<file path="src/rtl/mem_fetch_pkg.sv">
// Shared FSM encoding and memory-command widths for the mem_fetch byte fetcher.
package mem_fetch_pkg;

  localparam int ADDR_W = 32;
  localparam int DATA_W = 32;

  typedef enum logic [1:0] {
    IDLE  = 2'd0,
    ISSUE = 2'd1,
    WAIT  = 2'd2
  } fetch_state_e;

endpackage

</file>
<file path="src/rtl/fetch_byte_fifo.sv">
// Byte FIFO for fetched instruction bytes: up to 4 bytes pushed per cycle, one popped.
module fetch_byte_fifo
  import mem_fetch_pkg::*;
#(
  parameter int DEPTH = 8
) (
  input  logic                   clk,
  input  logic                   rst_n,
  input  logic                   flush_i,
  input  logic                   push_i,
  input  logic [2:0]             push_num_i,
  input  logic [DATA_W-1:0]      push_data_i,
  input  logic                   pop_i,
  output logic [7:0]             head_o,
  output logic                   empty_o,
  output logic [$clog2(DEPTH):0] free_o
);

  localparam int AW = $clog2(DEPTH);
  localparam int CW = AW + 1;

  logic [7:0]    mem_q [DEPTH];
  logic [AW-1:0] wr_ptr_q, rd_ptr_q;
  logic [CW-1:0] count_q;
  logic          do_push, do_pop;

  // Flush dominates both push and pop in the same cycle.
  assign do_push = push_i && !flush_i;
  assign do_pop  = pop_i && !flush_i && (count_q != '0);

  always_ff @(posedge clk) begin
    if (do_push) begin
      for (int i = 0; i < 4; i++) begin
        if (3'(i) < push_num_i) mem_q[wr_ptr_q + AW'(i)] <= push_data_i[8*i +: 8];
      end
    end
  end

  always_ff @(posedge clk or negedge rst_n) begin
    if (!rst_n) begin
      wr_ptr_q <= '0;
      rd_ptr_q <= '0;
      count_q  <= '0;
    end else if (flush_i) begin
      wr_ptr_q <= '0;
      rd_ptr_q <= '0;
      count_q  <= '0;
    end else begin
      if (do_push) wr_ptr_q <= wr_ptr_q + AW'(push_num_i);
      if (do_pop)  rd_ptr_q <= rd_ptr_q + AW'(1);
      count_q <= count_q + (do_push ? CW'(push_num_i) : CW'(0)) - (do_pop ? CW'(1) : CW'(0));
    end
  end

  assign empty_o = (count_q == '0);
  assign head_o  = empty_o ? 8'h00 : mem_q[rd_ptr_q];
  assign free_o  = CW'(DEPTH) - count_q;

endmodule

</file>
<file path="src/rtl/mem_fetch.sv">
// Instruction byte fetcher: one outstanding word read at a time into a byte FIFO.
// Build option FETCH_ALIGN_EN: word-aligned reads, leading bytes dropped after redirect.
module mem_fetch
  import mem_fetch_pkg::*;
#(
  parameter int FIFO_DEPTH = 8
) (
  input  logic              clk,
  input  logic              rst_n,
  input  logic              redirect,
  input  logic [ADDR_W-1:0] redirect_addr,
  output logic              out_valid,
  input  logic              out_ready,
  output logic [7:0]        out_byte,
  output logic [ADDR_W-1:0] out_addr,
  output logic              mem_cmd_start,
  output logic              mem_cmd_write,
  input  logic              mem_cmd_ready,
  output logic [ADDR_W-1:0] mem_addr,
  output logic [DATA_W-1:0] mem_wdata,
  input  logic [DATA_W-1:0] mem_rdata,
  input  logic              mem_rdata_ready,
  output fetch_state_e      dbg_state
);

  localparam int CW = $clog2(FIFO_DEPTH) + 1;

  // Consumer handshake: a byte transfers on a rising edge where out_valid && out_ready;
  // out_valid holds with stable byte/address until then. A redirect in that cycle cancels the pop.
  fetch_state_e      state_q, state_d;
  logic [ADDR_W-1:0] fetch_addr_q, fetch_addr_d;
  logic [ADDR_W-1:0] head_addr_q, head_addr_d;
  logic              en_q, en_d;
  logic              discard_q, discard_d;
  logic              wait_first_q, wait_first_d;
  logic [1:0]        skip_q, skip_d;
  logic [ADDR_W-1:0] cmd_addr;
  logic [1:0]        redirect_skip;
  logic              complete, push, pop, fifo_empty;
  logic [2:0]        push_num;
  logic [DATA_W-1:0] push_data;
  logic [CW-1:0]     fifo_free;

`ifdef FETCH_ALIGN_EN
  assign cmd_addr      = fetch_addr_q & ~ADDR_W'(3);
  assign redirect_skip = redirect_addr[1:0];
`else
  assign cmd_addr      = fetch_addr_q;
  assign redirect_skip = 2'd0;
`endif

  // The first WAIT cycle sees the previous response's ready still high.
  assign complete  = (state_q == WAIT) && !wait_first_q && mem_rdata_ready;
  assign pop       = !fifo_empty && out_ready && !redirect;
  assign push_num  = 3'd4 - {1'b0, skip_q};
  assign push_data = mem_rdata >> {skip_q, 3'b000};

  always_comb begin
    state_d       = state_q;
    fetch_addr_d  = fetch_addr_q;
    en_d          = en_q;
    discard_d     = discard_q;
    wait_first_d  = 1'b0;
    skip_d        = skip_q;
    mem_cmd_start = 1'b0;
    push          = 1'b0;
    case (state_q)
      IDLE: begin
        if (en_q && fifo_free >= CW'(4)) state_d = ISSUE;
      end
      ISSUE: begin
        // Holding start off during a redirect keeps a stale address off the bus.
        if (mem_cmd_ready && !redirect) begin
          mem_cmd_start = 1'b1;
          state_d       = WAIT;
          wait_first_d  = 1'b1;
        end
      end
      WAIT: begin
        if (complete) begin
          state_d   = IDLE;
          discard_d = 1'b0;
          if (!discard_q && !redirect) begin
            push         = 1'b1;
            fetch_addr_d = cmd_addr + ADDR_W'(4);
            skip_d       = 2'd0;
          end
        end
      end
      default: state_d = IDLE;
    endcase
    if (redirect) begin
      fetch_addr_d = redirect_addr;
      en_d         = 1'b1;
      skip_d       = redirect_skip;
      discard_d    = (state_q == WAIT) && !complete;
    end
  end

  always_comb begin
    head_addr_d = head_addr_q;
    if (redirect)  head_addr_d = redirect_addr;
    else if (pop)  head_addr_d = head_addr_q + ADDR_W'(1);
  end

  always_ff @(posedge clk or negedge rst_n) begin
    if (!rst_n) begin
      state_q      <= IDLE;
      fetch_addr_q <= '0;
      head_addr_q  <= '0;
      en_q         <= 1'b0;
      discard_q    <= 1'b0;
      wait_first_q <= 1'b0;
      skip_q       <= 2'd0;
    end else begin
      state_q      <= state_d;
      fetch_addr_q <= fetch_addr_d;
      head_addr_q  <= head_addr_d;
      en_q         <= en_d;
      discard_q    <= discard_d;
      wait_first_q <= wait_first_d;
      skip_q       <= skip_d;
    end
  end

  fetch_byte_fifo #(
    .DEPTH (FIFO_DEPTH)
  ) u_fifo (
    .clk         (clk),
    .rst_n       (rst_n),
    .flush_i     (redirect),
    .push_i      (push),
    .push_num_i  (push_num),
    .push_data_i (push_data),
    .pop_i       (pop),
    .head_o      (out_byte),
    .empty_o     (fifo_empty),
    .free_o      (fifo_free)
  );

  assign out_valid     = !fifo_empty;
  assign out_addr      = head_addr_q;
  assign mem_addr      = cmd_addr;
  assign mem_cmd_write = 1'b0;
  assign mem_wdata     = '0;
  assign dbg_state     = state_q;

endmodule

</file>
<file path="config.mk">
export PLATFORM = sky130hd
export DESIGN_NAME = mem_fetch
export DESIGN_NICKNAME = d
export VERILOG_FILES = /design/src/rtl/mem_fetch_pkg.sv /design/src/rtl/fetch_byte_fifo.sv /design/src/rtl/mem_fetch.sv
export SDC_FILE = /design/constraint.sdc
export NUM_CORES = 1
export LEC_CHECK = 0
export BUFFER_PORTS_ARGS = -buffer_cell sky130_fd_sc_hd__buf_2
export CAP_MARGIN = 20
export CORE_MARGIN = 1.5
export CORE_UTILIZATION = 45
export CTS_BUF_LIST = sky130_fd_sc_hd__clkbuf_8
export CTS_CLUSTER_DIAMETER = 60
export DETAILED_ROUTE_END_ITERATION = 8
export PLACE_DENSITY = 0.7
export SYNTH_ARGS = -nofsm -noshare
export SYNTH_HDL_FRONTEND = slang
export SYNTH_SLANG_ARGS = --single-unit
</file>
<file path="constraint.sdc">
create_clock -name clk -period 3 [get_ports clk]
set_input_delay 0 -clock clk [delete_from_list [all_inputs] [get_ports clk]]
set_output_delay 0 -clock clk [all_outputs]
set_load 0.02 [all_outputs]
</file>
==> flow_metrics.env <==
export IMPL_outcome="finished clean"
export IMPL_grt_pass1_vias=5530
export IMPL_layoutNonFillerInstCount=1054
export IMPL_clkSinkCount=141
export IMPL_final_antenna_net_count=0
export IMPL_setup_violations=0
export IMPL_grt_start_max_net_pins=78
export IMPL_irDropWorstVdd_v=0.000310
export IMPL_cts_buffer_depth=2
export IMPL_drt_total_wl_um=18500
export IMPL_cts_reportedPaths_clkPinSlew_ns=0.09
export IMPL_layout_common_cells="buf_2 (144), mux2_2 (79), dfrtp_1 (77)"
export IMPL_hold_class="input port to asynchronous set/reset pin"
export IMPL_hold_viol=0
export IMPL_grt_busiest_layer="met2"
export IMPL_grt_antenna_before_repair=0
export IMPL_nFillCells=1358
export IMPL_fin_hold_ws_ns=0.0256
export IMPL_clkLatencyLatePin_ns=0.46
export IMPL_grt_util_met3=0.0452
export IMPL_tritoncts="yes"
export IMPL_async_reset_ff_frac=0.546
export IMPL_antenna_cells=0
export IMPL_cp_depth=5
export IMPL_crit_type="register to primary output"
export IMPL_fin_nets=898
export IMPL_final_common_cell="buf_2"
export IMPL_reg2reg_depth=9
export IMPL_synthFlopType="dfrtp_1"
export IMPL_io_buffers=145
export IMPL_worst_path_max_fanout=10
export IMPL_cts_resized=0
export IMPL_dp_cells=951
export IMPL_htree_levels=4
export IMPL_die_y_um=133
export IMPL_numCtsBuffers=17
export IMPL_avgSynthCellArea_um2=12.3
export IMPL_cap_violations=0
export IMPL_worstMarginPinSlew_ns=0.781
export IMPL_start_util=0.459
export IMPL_coreArea_mm2=0.0165
export IMPL_setup_tns_ns=0
export IMPL_gp_congestion=0.818
export IMPL_cp_end_kind="primary output"
export IMPL_cp_slowest_cell="dfrtp_1"
export IMPL_arrival_ns=2.43
export IMPL_yosysWarnings=0
export IMPL_drt_pass1_iter_count=4
export IMPL_grtUsageTotal=0.216
export IMPL_synth_cell_types=51
export IMPL_worst_r2r_setup_slack_ns=0.58
export IMPL_skew_ns=0.0102
export IMPL_drc=0
export IMPL_wl_per_cell_um=17.6
export IMPL_leakagePower_nw=3.84
export IMPL_vias_per_cell=5.22
export IMPL_drtIter0Drc=290
export IMPL_grt_ovfl_total=0
export IMPL_dieArea_mm2=0.0176
export IMPL_rr_endpoint="u_fifo.count_q[3]"
export IMPL_synth_seq_cells=141
export IMPL_synth_edf_count=64
export IMPL_cp_buffers_inverters=2
export IMPL_final_util=0.576
export IMPL_fmax_ghz=0.411
export IMPL_die_w_um=133
export IMPL_pin_count=179
export IMPL_grt_pass1_wl_um=29200
export IMPL_syn2layout_area_growth_pct=25.4
export IMPL_cts_root_buf="clkbuf_8"
export IMPL_r2r_start="dbg_state[0]"
export IMPL_start_kind="register"
export IMPL_post_route_period_util=0.811
export IMPL_max_stage_delay_ns=0.72
export IMPL_synthCells=615
export IMPL_grtUsageMet1=0.273
export IMPL_dp_hpwl_um=12700
export IMPL_power_density_mw_per_mm2=566
export IMPL_cp_data_required_time_ns=3.00
export IMPL_netlist_area_mm2=0.00758
export IMPL_slew_viol_final=0
export IMPL_relSlewSlack=0.479
export IMPL_dr_total_vias=5498
export IMPL_ys_seq_area_frac=0.508
export IMPL_drive_gt1_frac=0.363
export IMPL_cp_top_family="flip-flops"
export IMPL_use_met2=0.361
export IMPL_period_needed_ns=2.43
export IMPL_power_mw=5.38
export IMPL_grt_setup_unrepaired="no"
export IMPL_cp_cell_sequence="buf_4, mux4_2, mux2i_1, nor2_1, buf_2"
export IMPL_placementRows=47
## flip-flops by register name, indices dropped and copies added (netlist names)
signal and flops:
dbg_state 2, discard_q 1, en_q 1, mem_addr 32, out_addr 32, u_fifo.count_q 4, u_fifo.mem_q 64, u_fifo.rd_ptr_q 3
u_fifo.wr_ptr_q 1, wait_first_q 1
## cells in the mapped netlist, drive strengths merged, types with 2 or more instances
cell,number,area share
a21boi,7,0.0069
a21oi,11,0.0073
and2,3,0.0025
and3,14,0.012
and4,3,0.0035
buf,44,0.040
clkbuf,32,0.016
dfrtp,77,0.25
edfxtp,64,0.25
ha,6,0.0099
inv,15,0.0074
mux2,79,0.12
mux2i,14,0.018
mux4,16,0.048
nand2,29,0.014
nand2b,8,0.0066
nand3,20,0.013
nand4,28,0.028
nor2,35,0.019
nor2b,3,0.0025
nor3,8,0.0053
nor3b,2,0.0026
nor4,8,0.011
nor4b,2,0.0031
o21a,5,0.0050
o21ai,5,0.0033
o31a,9,0.010
or2,2,0.0017
xnor2,33,0.038
xor2,23,0.027
## cell type report
type | instances | area [um^2] | share of cell area
multi-input cells | 415 | 3370 | 0.355
flip-flops and latches | 141 | 3850 | 0.405
clock inverters | 15 | 153 | 0.0161
well taps | 220 | 275 | 0.0289
inverters | 15 | 56.3 | 0.00592
repair buffers | 231 | 1570 | 0.165
clock buffers | 17 | 234 | 0.0246
## report_power, final
part / leakage [nW] / switching, mW / total, mW / internal (mW)
clock: 0.197 / 0.826 / 1.51 / 0.686
combinational: 2.16 / 0.799 / 1.47 / 0.675
sequential: 1.48 / 0.231 / 2.40 / 2.17
total: 3.84 / 1.86 / 5.38 / 3.53
## layer usage
layer,share of wire,vias to the layer above
li1,-,2576
met1,0.43,2696
met2,0.50,187
met3,0.042,39
met4,0.029,0
met5,0,-
## worst reg2reg max path: stages, from the launching register on
cell	delay [ns]
dfrtp_1	0.44
nand4bb_1	0.29
nor2_4	0.24
nand2_1	0.17
ha_1	0.31
inv_1	0.05
fa_1	0.39
xor2_1	0.18
xnor2_1	0.17
nor2_1	0.05
## worst max path at each step
stage	start	endpoint	slack [ns]
floorplan	dbg_state[0]	u_fifo.count_q[3]	0.63
global placement	dbg_state[0]	u_fifo.count_q[3]	0.71
detailed placement	dbg_state[0]	u_fifo.count_q[3]	0.62
CTS	u_fifo.rd_ptr_q[0]	out_byte[4]	0.48
global route	u_fifo.rd_ptr_q[0]	out_byte[4]	0.39
finish	u_fifo.rd_ptr_q[0]	out_byte[4]	0.57
## kinds of logic (layout without fill, tap and decap cells)
| kind of cell | Yosys count | count (layout) | synth area share |
|---|---|---|---|
| AND/OR/NAND/NOR | 166 | 166 | 0.126 |
| flip-flops | 141 | 141 | 0.508 |
| multiplexers | 109 | 109 | 0.183 |
| buffers and inverters | 91 | 278 | 0.0639 |
| XOR/XNOR | 56 | 56 | 0.0647 |
| AO/OA/AOI/OAI | 44 | 44 | 0.0414 |
| adder cells (fa/ha/maj) | 7 | 7 | 0.0125 |
| other | 1 | 33 | 0.000495 |
## metrics by stage
stage	instance area, um^2	worst slack [ns]
floorplan	7700	0.630
global placement	8400	0.714
detailed placement	8400	0.617
CTS	9480	0.478
global route	9510	0.394
finish	9510	0.566
## timing repair
item                      CTS  global route
hold buffers               70             0
setup buffers               0             0
hold endpoints to repair  214             0
(Power assumes the default switching activity.)
